==> src/rtl/dual_debounce_pkg.sv <==
// Shared definitions for the two-channel switch debouncer.
//   db_state_e : 3-bit FSM state encoding. Bit 2 is the debounced level, so
//                ZERO/W1_k read 0 and ONE/W0_k read 1.
//   NUM_CH     : number of debounced channels (a, b).
//   db_level() : debounced level implied by a state.
package dual_debounce_pkg;

    typedef enum logic [2:0] {
        ST_ZERO = 3'd0,
        ST_W1_1 = 3'd1,
        ST_W1_2 = 3'd2,
        ST_W1_3 = 3'd3,
        ST_ONE  = 3'd4,
        ST_W0_1 = 3'd5,
        ST_W0_2 = 3'd6,
        ST_W0_3 = 3'd7
    } db_state_e;

    localparam int NUM_CH = 2;

    function automatic logic db_level(input db_state_e s);
        return s[2];
    endfunction

endpackage

==> src/rtl/dual_debounce_if.sv <==
// Switch-side bundle of the debouncer.
//   sw_a/sw_b     : raw, asynchronous, bouncy switch levels (master drives)
//   db_a/db_b     : debounced levels (slave drives)
//   rise_a/rise_b : 1-cycle pulses on debounced 0->1 (slave drives)
interface dual_debounce_if;
    logic sw_a;
    logic sw_b;
    logic db_a;
    logic db_b;
    logic rise_a;
    logic rise_b;

    modport master (output sw_a, sw_b, input db_a, db_b, rise_a, rise_b);
    modport slave  (input sw_a, sw_b, output db_a, db_b, rise_a, rise_b);
endinterface

==> src/rtl/dual_debounce_db_fsm_chan.sv <==
// One debounce channel: 2-flop synchroniser, 8-state tick-paced filter FSM,
// registered debounced level and rising-edge pulse.
//   clk, reset : system clock, synchronous active-high reset
//   sw         : raw asynchronous switch input
//   m_tick     : shared 1-cycle pacing tick
//   db         : debounced level
//   rise       : 1-cycle pulse in the first cycle db reads 1
module db_fsm_chan
    import dual_debounce_pkg::*;
(
    input  logic clk,
    input  logic reset,
    input  logic sw,
    input  logic m_tick,
    output logic db,
    output logic rise
);

    logic [1:0] sync_q;
    logic       s;
    db_state_e  state_q, state_d;
    logic       db_q, rise_q;

    assign s = sync_q[1];

    always_ff @(posedge clk) begin
        if (reset) sync_q <= 2'b00;
        else       sync_q <= {sync_q[0], sw};
    end

    // Input disagreement is tested before the tick so a bounce landing on a
    // tick cycle still restarts the wait.
    always_comb begin
        state_d = state_q;
        case (state_q)
            ST_ZERO: if (s) state_d = ST_W1_1;
            ST_W1_1: if (!s) state_d = ST_ZERO; else if (m_tick) state_d = ST_W1_2;
            ST_W1_2: if (!s) state_d = ST_ZERO; else if (m_tick) state_d = ST_W1_3;
            ST_W1_3: if (!s) state_d = ST_ZERO; else if (m_tick) state_d = ST_ONE;
            ST_ONE:  if (!s) state_d = ST_W0_1;
            ST_W0_1: if (s)  state_d = ST_ONE;  else if (m_tick) state_d = ST_W0_2;
            ST_W0_2: if (s)  state_d = ST_ONE;  else if (m_tick) state_d = ST_W0_3;
            ST_W0_3: if (s)  state_d = ST_ONE;  else if (m_tick) state_d = ST_ZERO;
            default: state_d = ST_ZERO;
        endcase
    end

    // db/rise are loaded from the next state so they line up with state_q.
    always_ff @(posedge clk) begin
        if (reset) begin
            state_q <= ST_ZERO;
            db_q    <= 1'b0;
            rise_q  <= 1'b0;
        end else begin
            state_q <= state_d;
            db_q    <= db_level(state_d);
            rise_q  <= db_level(state_d) & ~db_q;
        end
    end

    assign db   = db_q;
    assign rise = rise_q;

endmodule

==> src/rtl/dual_debounce.sv <==
// Two-channel switch debouncer. A free-running N-bit counter produces a tick
// every 2^N cycles, shared by both channel filters.
//   clk, reset : system clock, synchronous active-high reset
//   bus        : slave side of dual_debounce_if (sw_* in; db_*, rise_* out)
module dual_debounce
    import dual_debounce_pkg::*;
#(
    parameter int N = 19
) (
    input  logic            clk,
    input  logic            reset,
    dual_debounce_if.slave  bus
);

    logic [N-1:0]        cnt_q;
    logic                m_tick;
    logic [NUM_CH-1:0]   sw, db, rise;

    always_ff @(posedge clk) begin
        if (reset) cnt_q <= '0;
        else       cnt_q <= cnt_q + {{(N-1){1'b0}}, 1'b1};
    end

    assign m_tick = (cnt_q == '0);

    assign sw = {bus.sw_b, bus.sw_a};

    for (genvar i = 0; i < NUM_CH; i++) begin : g_ch
        db_fsm_chan u_chan (
            .clk    (clk),
            .reset  (reset),
            .sw     (sw[i]),
            .m_tick (m_tick),
            .db     (db[i]),
            .rise   (rise[i])
        );
    end

    assign bus.db_a   = db[0];
    assign bus.db_b   = db[1];
    assign bus.rise_a = rise[0];
    assign bus.rise_b = rise[1];

endmodule

==> src/flat_wrapper.sv <==
// flat-port wrapper written by rule: the top's interface ports become plain ports
module dual_debounce_flat import dual_debounce_pkg::*;
#(
    parameter int N = 19
)
  (clk, reset, bus_sw_a, bus_sw_b, bus_db_a, bus_db_b, bus_rise_a, bus_rise_b);
  dual_debounce_if bus_i ();
  input  logic clk;
  input  logic reset;
  input wire logic [$bits(bus_i.sw_a)-1:0] bus_sw_a;
  input wire logic [$bits(bus_i.sw_b)-1:0] bus_sw_b;
  output wire logic [$bits(bus_i.db_a)-1:0] bus_db_a;
  output wire logic [$bits(bus_i.db_b)-1:0] bus_db_b;
  output wire logic [$bits(bus_i.rise_a)-1:0] bus_rise_a;
  output wire logic [$bits(bus_i.rise_b)-1:0] bus_rise_b;
  assign bus_i.sw_a = bus_sw_a;
  assign bus_i.sw_b = bus_sw_b;
  assign bus_db_a = bus_i.db_a;
  assign bus_db_b = bus_i.db_b;
  assign bus_rise_a = bus_i.rise_a;
  assign bus_rise_b = bus_i.rise_b;
  dual_debounce #(.N(N)) u_core (.clk(clk), .reset(reset), .bus(bus_i));
endmodule
==> config.mk <==
export PLATFORM = sky130hd
export DESIGN_NAME = dual_debounce_flat
export DESIGN_NICKNAME = d
export VERILOG_FILES = /design/src/rtl/dual_debounce_pkg.sv /design/src/rtl/dual_debounce_if.sv /design/src/rtl/dual_debounce_db_fsm_chan.sv /design/src/rtl/dual_debounce.sv /design/src/flat_wrapper.sv
export SDC_FILE = /design/constraint.sdc
export NUM_CORES = 1
export LEC_CHECK = 0
export CAP_MARGIN = 20
export CORE_UTILIZATION = 52
export CTS_CLUSTER_SIZE = 20
export DETAILED_ROUTE_END_ITERATION = 8
export PLACE_DENSITY = 0.8
export SYNTH_ARGS = -nofsm -noshare
export SYNTH_HDL_FRONTEND = slang
export SYNTH_SLANG_ARGS = --single-unit
==> constraint.sdc <==
create_clock -name clk -period 1.72 [get_ports clk]
set_input_delay 0.172 -clock clk [delete_from_list [all_inputs] [get_ports clk]]
set_output_delay 0.172 -clock clk [all_outputs]
set_load 0.03 [all_outputs]
==> summary.txt <==
Floorplanning
  • Core Area: 2540 sq um
  • Die Height: 54.4 microns
  • Rows: 18
  • Die width: 54.4 microns
  • # IOs: 8
  • Starting Density: 56.1%
  • Die area: 2960 sq um

CTS
  • CTS tree: yes
  • CTS buffer count: 5
  • H-tree levels: 2
  • Hold Buf Count CTS: 0
  • Clock Path Buffers: 2
  • Clock-pin slew on the worst setup and hold paths: 100 ps
  • Worst skew pair latency: 340 ps
  • Clk root buf: clkbuf_4
  • Clock sink total: 31

Finish
  • Layout fillers: 187
  • Share of cells above drive strength 1: 29.8%
  • NumNets Final: 186
  • Final Non-Filler Cells: 211
  • Commonest non-fill, non-tap cells in the layout: 25 x dfxtp_1, 16 x nor2_1, 16 x buf_4
  • Final core utilization: 71.2%
  • Antenna cell count: 0
  • Area grow syn2layout: 27.0%
  • Most common cell after layout, fill and taps aside: dfxtp_1

Yosys
  • Synth Cell Area: 1430 sq um
  • #FFs+latches synth: 31
  • Synth Net Count: 159
  • Synth unique cells: 37
  • Avg Cell Area, Syn: 9.33 sq um
  • Cells after Synth: 153
  • Register area share after synthesis: 43.5%
  • Yosys warnings: 0

GRT
  • Initial antenna violation count: 0
  • Largest net degree at the start of global routing: 34
  • GRT overflow: 0
  • Number of global-route vias before repair: 1130
  • First-pass GRT wire length: 4710 microns
  • GRT Overall Usage: 23.1%

STA
  • Rel. slew slack: 76.8%
  • Final setup TNS: -39.5 ps
  • Clk_skew: 11.9 ps
  • Crit path time final: 1760 ps
  • Period utilisation layout: 102%
  • Max Freq: 568 MHz
  • RSZ-0062 raised after global routing: yes
  • Max Slew Vio Count: 0
  • Hold Vio Cnt, Final: 0
  • Slack of the critical path: -39.5 ps
  • Min Hold Slack: 382 ps
  • Worst-margin pin slew: 344 ps
  • Setup Viol. Count Final: 1

Critical path
  • WP depth: 5
  • Crit path from: u_core.cnt_q[6]
  • CP Cell Sequence: nor4_4 -> buf_4 -> nand4_1 -> or3_2 -> a21oi_1
  • Setup Crit Path Kind: reg2reg
  • Critical path's top delay family: simple AND/OR/NAND/NOR gates
  • Worst r2r dst: u_core.g_ch[1].u_chan.state_q[2]
  • Delay of the slowest critical-path stage: 440 ps
  • CP startpoint kind: flop
  • Flop-to-flop setup slack: -40 ps
  • Required time worst endpoint: 1970 ps
  • Startpoint of the worst-slack reg-to-reg timing path: u_core.cnt_q[6]
  • Critical path peak fanout: 4
  • Critical path data arrival time: 2010 ps
  • Worst Reg2Reg Path Length in Cells: 5
  • Slowest cell on the critical path: or3_2
  • Worst setup path endpoint: u_core.g_ch[1].u_chan.state_q[2]
  • WP buf/inv: 1
  • Worst Setup End Kind: flop

Power and ir drop
  • Leak Pwr: 0.000671 uW
  • Peak supply drop: 0.000749 V
  • Power Dens Cells: 697 nW/um^2

Place
  • Number of port buffers: 7
  • Placed Cells: 200
  • Dpl hpwl: 2060 microns
  • GPL Wtd Cong: 0.792

Hold path
  • Hold depth: 2
  • HP Class: in2reg

Detailed routing
  • Routed len/inst: 15.0 microns
  • DRC: 0
  • DRT Pass-1 Iters: 4
  • DRT iter0 DRCs: 24
  • Vias/cell: 5.74
  • Post-DRT Antenna Nets: 0
  • Vias: 1212
  • Post-Route WL: 3160 microns

Run status
  • Failing checks: setup timing
  • Status: finished, violations left

Flow run
  • Max cap viols: 0
-- stage by stage --
| step | total power, uW | setup WS, ps | instance area, sq um |
|---|---|---|---|
| final | 1260 | -39.5 | 1810 |
| after global routing | 1320 | -64.4 | 1810 |
| after CTS | 1250 | 12.7 | 1690 |
| after detailed placement | 838 | 25.8 | 1630 |
| after global placement | 835 | 97.0 | 1630 |
| after floorplan | 806 | 120 | 1430 |
-- area by class of cell --
cell class | instances | area, sq um | share of cell area [%]
well taps | 30 | 37.5 | 2.07
clock buffers | 6 | 41.3 | 2.28
clock inverters | 2 | 12.5 | 0.690
multi-input cells | 110 | 851 | 46.9
inverters | 8 | 30.0 | 1.66
repair buffers | 24 | 210 | 11.6
flip-flops and latches | 31 | 631 | 34.8
-- timing repair --
action / in CTS / in global routing
pin swaps: 0 / 7
endpoints found under the setup margin: 3 / 9
resized for setup: 1 / 24
setup buffers: 0 / 3
-- per-layer routing --
metal	routed length [microns]	GRT usage [%]
met3	80	6.39
met4	104	14.1
met2	1610	39.2
met1	1370	25.3
met5	0	0
-- power by group --
group | leakage, uW | total [uW] | switching, uW | internal (uW)
combinational | 0.000389 | 114 | 55.4 | 58.6
sequential | 0.000254 | 738 | 9.25 | 728
clock | 0.0000282 | 411 | 254 | 157
total | 0.000671 | 1260 | 319 | 944
-- sequential cells by signal, summed over array words and instances (netlist names) --
| signal | cells |
|---|---|
| u_core.cnt_q | 19 |
| u_core.g_ch.u_chan.db | 1 |
| u_core.g_ch.u_chan.rise | 2 |
| u_core.g_ch.u_chan.state_q | 5 |
| u_core.g_ch.u_chan.sync_q | 4 |
-- how the worst min path moves through the flow --
stage | from | endpoint | slack (ps)
after global routing | bus_sw_a | u_core.g_ch[0].u_chan.sync_q[0] | 390
after global placement | u_core.g_ch[1].u_chan.sync_q[0] | u_core.g_ch[1].u_chan.sync_q[1] | 420
after detailed placement | u_core.g_ch[0].u_chan.sync_q[0] | u_core.g_ch[0].u_chan.sync_q[1] | 420
after CTS | bus_sw_a | u_core.g_ch[0].u_chan.sync_q[0] | 370
after floorplan | bus_sw_a | u_core.g_ch[0].u_chan.sync_q[0] | 300
final | bus_sw_a | u_core.g_ch[0].u_chan.sync_q[0] | 380
-- Yosys cell counts (all sizes together) --
master       instances  area share [%]
nand4                5             2.2
a211oi               2             1.1
nor4                 7             5.4
and2                 1            0.44
or3                  3             1.5
nand2                5             1.5
buf                  1            0.79
o31ai                2             1.1
xor2                 6             3.7
mux2                 2             1.6
o21ai                5             1.8
and4                 2             1.3
ha                   2             1.8
nor3                 3             1.1
nand3               12             4.6
nand2b               1            0.44
xnor2                8             4.9
nor4b                3             2.3
nor2                16             4.2
o211a                2             1.4
clkbuf               2            0.53
inv                  8             2.1
or4                  3             1.6
dfxtp               31              43
nand4b               2             1.2
dlygate4sd1          1            0.61
and3                 5             2.4
nor2b                8             3.5
a21oi                5             1.8
-- cell families (layout without fill, tap and decap cells) --
logic type,after synthesis,in the layout,share of synthesized area (%)
AND/OR/NAND/NOR,76,76,33.6
buffers and inverters,12,40,4.03
XOR/XNOR,14,14,8.59
multiplexers,2,2,1.58
AO/OA/AOI/OAI,16,16,7.01
adder cells (fa/ha/maj),2,2,1.75
flip-flops,31,31,43.5
Note: power is estimated with default switching activity, not from simulation.
